`src/rtl/inst_loader.sv`:
```
// Byte-stream program loader: packs incoming bytes little-endian into 32-bit
// words and writes WORDS of them into the instruction memory from address 0.
module inst_loader #(
    parameter int unsigned WORDS = 64
) (
    input  logic        clk,
    input  logic        rst_n,
    input  logic        start,
    input  logic [7:0]  byte_in,
    input  logic        byte_valid,
    output logic        byte_ready,
    output logic        wr_en,
    output logic [5:0]  wr_addr,
    output logic [31:0] wr_data,
    output logic        busy,
    output logic        done,
    output logic [6:0]  word_count
);

    localparam int unsigned CNT_W  = 7;
    localparam int unsigned ADDR_W = 6;
    localparam int unsigned DATA_W = 32;
    localparam int unsigned ASM_W  = 24;
    localparam logic [CNT_W-1:0] LAST_CNT = CNT_W'(WORDS);

    typedef enum logic [1:0] {
        S_IDLE = 2'd0,
        S_LOAD = 2'd1,
        S_DONE = 2'd2
    } state_t;

    state_t              r_state;
    state_t              w_state_nxt;
    logic [1:0]          r_byte_cnt;
    logic [ASM_W-1:0]    r_asm;
    logic [CNT_W-1:0]    r_word_count;
    logic                r_wr_en;
    logic [ADDR_W-1:0]   r_wr_addr;
    logic [DATA_W-1:0]   r_wr_data;
    logic                w_start;
    logic                w_accept;

    // start is only honoured outside LOAD
    assign w_start  = start && (r_state != S_LOAD);
    assign w_accept = byte_valid && byte_ready;

    // State register
    always_ff @(posedge clk or negedge rst_n) begin
        if (!rst_n) begin
            r_state <= S_IDLE;
        end else begin
            r_state <= w_state_nxt;
        end
    end

    // Next-state logic; word_count reaches WORDS only in the last write cycle
    always_comb begin
        w_state_nxt = r_state;
        case (r_state)
            S_IDLE:  if (start) w_state_nxt = S_LOAD;
            S_LOAD:  if (r_word_count == LAST_CNT) w_state_nxt = S_DONE;
            S_DONE:  if (start) w_state_nxt = S_LOAD;
            default: w_state_nxt = S_IDLE;
        endcase
    end

    // State decode; intake closes during the final write so no byte leaks past the last word
    always_comb begin
        byte_ready = 1'b0;
        busy       = 1'b0;
        done       = 1'b0;
        case (r_state)
            S_LOAD: begin
                busy       = 1'b1;
                byte_ready = (r_word_count != LAST_CNT);
            end
            S_DONE:  done = 1'b1;
            default: ;
        endcase
    end

    // Byte assembly and write strobe generation
    always_ff @(posedge clk or negedge rst_n) begin
        if (!rst_n) begin
            r_byte_cnt   <= 2'd0;
            r_asm        <= '0;
            r_word_count <= '0;
            r_wr_en      <= 1'b0;
            r_wr_addr    <= '0;
            r_wr_data    <= '0;
        end else begin
            r_wr_en <= 1'b0;
            if (w_start) begin
                r_byte_cnt   <= 2'd0;
                r_asm        <= '0;
                r_word_count <= '0;
            end else if (w_accept) begin
                r_byte_cnt <= r_byte_cnt + 2'd1;
                case (r_byte_cnt)
                    2'd0: r_asm[7:0]   <= byte_in;
                    2'd1: r_asm[15:8]  <= byte_in;
                    2'd2: r_asm[23:16] <= byte_in;
                    default: begin
                        r_wr_en      <= 1'b1;
                        r_wr_addr    <= ADDR_W'(r_word_count);
                        r_wr_data    <= {byte_in, r_asm};
                        r_word_count <= r_word_count + 7'd1;
                    end
                endcase
            end
        end
    end

    assign wr_en      = r_wr_en;
    assign wr_addr    = r_wr_addr;
    assign wr_data    = r_wr_data;
    assign word_count = r_word_count;

endmodule
```
`config.mk`:
```
export PLATFORM = sky130hd
export DESIGN_NAME = inst_loader
export DESIGN_NICKNAME = d
export VERILOG_FILES = /design/src/rtl/inst_loader.sv
export SDC_FILE = /design/constraint.sdc
export NUM_CORES = 1
export LEC_CHECK = 0
export CORE_AREA = 2 2 98 100
export DETAILED_ROUTE_END_ITERATION = 12
export DIE_AREA = 0 0 100 102
export PLACE_DENSITY = 0.63
export SYNTH_ARGS = -nofsm -noshare
export SYNTH_HDL_FRONTEND = slang
export SYNTH_SLANG_ARGS = --single-unit
```
`constraint.sdc`:
```
create_clock -name clk -period 4.1 [get_ports clk]
set_clock_uncertainty 0.05 [all_clocks]
set_input_delay 1.025 -clock clk [delete_from_list [all_inputs] [get_ports clk]]
set_output_delay 1.025 -clock clk [all_outputs]
set_load 0.1 [all_outputs]
```
==> results of run 1 <==
## cell usage in the layout, fill, tap and decap left out, drive strengths merged
master | synthesis | layout
nor3b | 2 | 2
nor2 | 28 | 28
a211o | 2 | 2
and3 | 4 | 4
o31ai | 2 | 2
nand2 | 9 | 9
dfrtp | 74 | 74
mux2i | 27 | 27
clkbuf | 2 | 10
mux2 | 42 | 42
a211oi | 5 | 5
nor4 | 1 | 1
clkdlybuf4s50 | 0 | 57
o22ai | 1 | 1
a22o | 1 | 1
bufinv | 0 | 1
nor2b | 1 | 1
nand3 | 2 | 2
clkinv | 0 | 4
inv | 7 | 8
ha | 6 | 6
buf | 8 | 9
xnor2 | 1 | 1
and2 | 2 | 2
nand2b | 1 | 1
## final timing paths
kind,end,startpoint,cells after the start
min reg2reg,r_state[0]$_DFFE_PN0P_,r_state[0]$_DFFE_PN0P_,1
min,r_state[0]$_DFFE_PN0P_,r_state[0]$_DFFE_PN0P_,1
min in group asynchronous,wr_en$_DFF_PN0_,rst_n,1
max in group asynchronous,r_asm[12]$_DFFE_PN0P_,rst_n,1
max reg2reg,word_count[3]$_DFFE_PN0P_,word_count[0]$_DFFE_PN0P_,7
max,done,r_state[0]$_DFFE_PN0P_,2
## flip-flops by register name, summed over array words and instances, names as in the netlist
signal / count
r_asm: 24
wr_addr: 6
r_byte_cnt: 2
r_state: 2
word_count: 7
wr_en: 1
wr_data: 32
## stage by stage
step,std cells,hold slack [ps],instance area [sq um]
global route,411,476,4030
finish,411,446,4030
global placement,395,422,3830
floorplan,228,407,3100
CTS,411,448,4030
detailed placement,395,437,3830
## synth_stat cells, drive strengths merged
cell type  instances
inv                7
ha                 6
a211o              2
o22ai              1
and2               2
a211oi             5
nand2b             1
mux2i             27
nor2              28
nand3              2
mux2              42
nor3b              2
dfrtp             74
clkbuf             2
xnor2              1
a22o               1
nor2b              1
o31ai              2
nand2              9
and3               4
buf                8
nor4               1
## cell type report
| cell class | count | area [sq um] |
|---|---|---|
| fill | 865 | 5080 |
| sequential | 74 | 1850 |
| multi-input combinational | 137 | 1180 |
| timing repair buffer | 66 | 638 |
| tap | 111 | 139 |
| clock buffer | 10 | 128 |
| clock inverter | 6 | 66.3 |
| inverter | 7 | 26.3 |
## critical path, stage by stage (launching register included)
cell             delay (ps)
dfrtp_1                 400
nor2b_1                 160
clkdlybuf4s50_1        1160
## cells by family (layout without fill, tap and decap cells)
logic type / Yosys count / in the layout
XOR/XNOR: 1 / 1
flip-flops: 74 / 74
AND/OR/NAND/NOR: 50 / 50
multiplexers: 69 / 69
adder cells (fa/ha/maj): 6 / 6
AO/OA/AOI/OAI: 11 / 11
buffers and inverters: 17 / 89
## per-layer routing
layer	up-vias	global-route usage [%]	wire length, microns
met3	8	3.08	224
met1	968	17.7	3010
li1	928	-	-
met5	-	0	0
met4	0	4.74	70
met2	42	21.1	2860
==> run_results.csv, run 1 <==
group,metric,value,unit
logic_synthesis,synthesis.area,0.00310,sq mm
critical_path,required,3020,ps
logic_synthesis,syn-num-nets,246,
sta,hold_viol,0,
final_layout,area_growth_syn_to_layout,29.9,%
sta,max_freq,0.320,GHz
logic_synthesis,yosys.area.top_type_share,59.7,%
clocking,cts_resized,0,
logic_synthesis,synthSimpleGateAreaFrac,7.59,%
sta,grt_setup_unrepaired,"false",
logic_synthesis,synth_compound_area_share,3.63,%
drt,vias,1946,
drt,drt_wl_total,6170,microns
drt,first_pass_iters,4,
final_layout,drive_above_1_share,24.0,%
final_layout,final_util,44.2,%
critical_path,path_class,"reg2out",
grt,grt_pass1_vias,2077,
drt,ant_nets,0,
sta,timing.slew.headroom,34.8,%
clocking,htreeDepth,3,
floorplanning,core_area,0.00911,sq mm
logic_synthesis,syn_area_per_cell,13.6,sq um
clocking,cts.hold.buffers_added,0,
logic_synthesis,syn_inst,228,
logic_synthesis,synth_fa_ha_area_share,2.42,%
sta,min_period,3120,ps
clocking,clock-sinks,74,
grt,grt_usage,13.2,%
drt,drt_iter0_markers,70,
sta,slew_viol_final,0,
clocking,cts_root_buffer,"clkbuf_8",
logic_synthesis,synth_top_family_by_area,"multiplexers",
sta,fin_ws,980,ps
sta,worstMarginPinSlew,975,ps
logic_synthesis,ys_warn_count,0,
drt,routedWlPerCell,15.0,microns
placement,dp_hpwl,3940,microns
critical_path,r2r_setup_slack,1850,ps
clocking,clk_path_buf_depth,2,
critical_path,setup.worst_path.start_class,"register",
drt,drc,0,
clocking,clk_pin_slew,80,ps
grt,grt_max_degree,75,
drt,avgViaCountPerCell,4.73,
floorplanning,dieArea,0.0102,sq mm
sta,tns,0,ps
run_status,outcome,"finished, final reports clean",
logic_synthesis,synth_cell_type_count,24,
clocking,cts_tree,"done",
clocking,clkLatencyLatePin,330,ps
grt,grt_overflow,0,
sta,fin_crit_sh,76.1,%
floorplanning,ios,61,
logic_synthesis,synth_area_leaders,"dfrtp_1, mux2_2, mux2i_1",
sta,setup_viol_count_final,0,
floorplanning,die_h,102,microns
logic_synthesis,ys_seq_area_share,59.7,%
logic_synthesis,yosys.area.top_type,"dfrtp_1",
worst_hold_path,hold_class,"reg2reg",
run,drv_cap,0,
logic_synthesis,synthMuxAreaShare,24.0,%
clocking,postCtsSetupBuffers,0,
grt,antenna_found_initial,0,
critical_path,cp-end-kind,"primary output",
critical_path,crit_arrival,2050,ps
logic_synthesis,ys_ff_latch,74,
grt,grt_pass1_wl,10400,microns
floorplanning,start_util,34.0,%
clocking,numCtsBuffers,9,
placement,dp_slack,1150,ps
final_layout,diodes,0,
critical_path,crit_fanout,3,
logic_synthesis,synth_xor_area_share,0.282,%
final_layout,nNetsFinal,313,
placement,gp_congestion,0.757,
floorplanning,core.rowCount,35,
floorplanning,die_w,100,microns
placement,place.port_buffers,60,
Power of run 1 is not shown: default switching activity piles up to over one toggle a cycle in this logic, so the estimate is an artifact.
==> run 2: changes to the inputs <==
==> constraint.sdc (replaced) <==
create_clock -name clk -period 3 [get_ports clk]
set_clock_uncertainty 0.05 [all_clocks]
set_input_delay 0.75 -clock clk [delete_from_list [all_inputs] [get_ports clk]]
set_output_delay 0.75 -clock clk [all_outputs]
set_load 0.1 [all_outputs]
==> run_results.csv, run 2 (same netlist as run 1, synthesis figures left out) <==
group,metric,value,unit
clocking,cts_root_buffer,"clkbuf_8",
critical_path,setup.worst_path.start_class,"register",
critical_path,critPathLaunch,"word_count[1]$_DFFE_PN0P_",
critical_path,crit_fanout,6,
worst_hold_path,hold_class,"reg2reg",
worst_hold_path,hold_start,"r_asm[9]$_DFFE_PN0P_",
critical_path,cp-end-kind,"primary output",
critical_path,r2r_end,"word_count[4]$_DFFE_PN0P_",
sta,grt_setup_unrepaired,"false",
clocking,postCtsSetupBuffers,0,
grt,grt_pass1_vias,1947,
clocking,cts_tree,"done",
floorplanning,core_area,0.00911,sq mm
sta,timing.slew.headroom,37.9,%
grt,grt_pass1_wl,10200,microns
sta,fin_crit_sh,87.3,%
grt,grt_overflow,0,
final_layout,nNetsFinal,315,
sta,hold_viol,0,
clocking,clock-sinks,74,
clocking,clkLatencyLatePin,340,ps
sta,min_period,2620,ps
drt,routedWlPerCell,15.0,microns
floorplanning,die_w,100,microns
floorplanning,dieArea,0.0102,sq mm
grt,grt_usage,13.0,%
final_layout,drive_above_1_share,41.1,%
run,drv_cap,0,
placement,dp_hpwl,3980,microns
placement,dp_slack,437,ps
clocking,cts.hold.buffers_added,0,
critical_path,path_class,"reg2out",
run_status,outcome,"finished, final reports clean",
sta,slew_viol_final,0,
grt,grt_max_degree,75,
final_layout,area_growth_syn_to_layout,30.0,%
drt,avgViaCountPerCell,4.69,
placement,place.port_buffers,60,
sta,tns,0,ps
placement,gp_congestion,0.754,
floorplanning,start_util,34.0,%
drt,first_pass_iters,4,
final_layout,largest_reg_flops,32,
floorplanning,die_h,102,microns
sta,hold-worst-slack,458,ps
sta,max_freq,0.382,GHz
final_layout,fillers,855,
critical_path,r2r_cells,7,
drt,drt_wl_total,6180,microns
clocking,clk_path_buf_depth,2,
floorplanning,ios,61,
sta,setup_viol_count_final,0,
worst_hold_path,whs_path_depth,1,
clocking,htreeDepth,3,
grt,antenna_found_initial,0,
sta,worstMarginPinSlew,931,ps
final_layout,diodes,0,
worst_hold_path,min_to,"wr_data[9]$_DFFE_PN0P_",
critical_path,reg2reg_from,"word_count[0]$_DFFE_PN0P_",
drt,vias,1937,
floorplanning,core.rowCount,35,
clocking,numCtsBuffers,9,
final_layout,final_cell_mix,"dfrtp_1, buf_4, mux2_2",
critical_path,required,2200,ps
drt,drc,0,
final_layout,mostFrequentLayoutCell,"dfrtp_1",
drt,ant_nets,0,
critical_path,crit_arrival,1820,ps
critical_path,r2r_setup_slack,940,ps
clocking,cts_resized,0,
clocking,clk_pin_slew,80,ps
sta,fin_ws,382,ps
drt,drt_iter0_markers,52,
[run 2: changes by cell type in the layout (fill, tap and decap cells not counted), sizes merged]
cell           before  now
clkinv              4    1
bufinv              1    4
clkdlybuf4s50      57   10
clkbuf             10   11
buf                 9   58
inv                 8    7
[run 2: worst max path at each step]
stage                                    endpoint  slack [ps]  cells past startpoint
after global placement    wr_data[12]$_DFFE_PN0P_         460                      5
after CTS                              byte_ready         370                      6
final                                  byte_ready         380                      6
after global routing                   byte_ready         280                      6
after floorplan                        byte_ready         270                      3
after detailed placement   wr_data[3]$_DFFE_PN0P_         440                      5
[run 2: worst max-delay path, cell delays in order, from the launching register on]
cell and delay [ps]:
dfrtp_2 440, inv_1 90, ha_1 130, and2_1 310
and2_1 280, nor2_4 50, buf_12 180
[run 2: layout make-up]
cell class,count,area [sq um],area share (%)
flip-flops and latches,74,1850,46.0
multi-input cells,137,1180,29.4
repair buffers,68,561,13.9
clock buffers,11,141,3.51
well taps,111,139,3.45
clock inverters,5,125,3.10
inverters,7,26.3,0.652
[run 2: layer usage]
layer	vias up	GRT usage, %	wire length, microns
li1	921	-	-
met1	964	17.7	2940
met2	42	19.4	2840
met3	10	3.49	287
met4	0	5.69	113
met5	-	0	0
[run 2: metrics by stage]
stage	utilization (%)	area (sq um)	instances
2_1_floorplan	-	3110	228
3_3_place_gp	41.3	3760	397
6_report	44.3	4030	413
3_5_place_dp	41.3	3760	397
5_1_grt	44.3	4030	413
4_1_cts	44.3	4030	413
Power of run 2 is left out for the same reason.
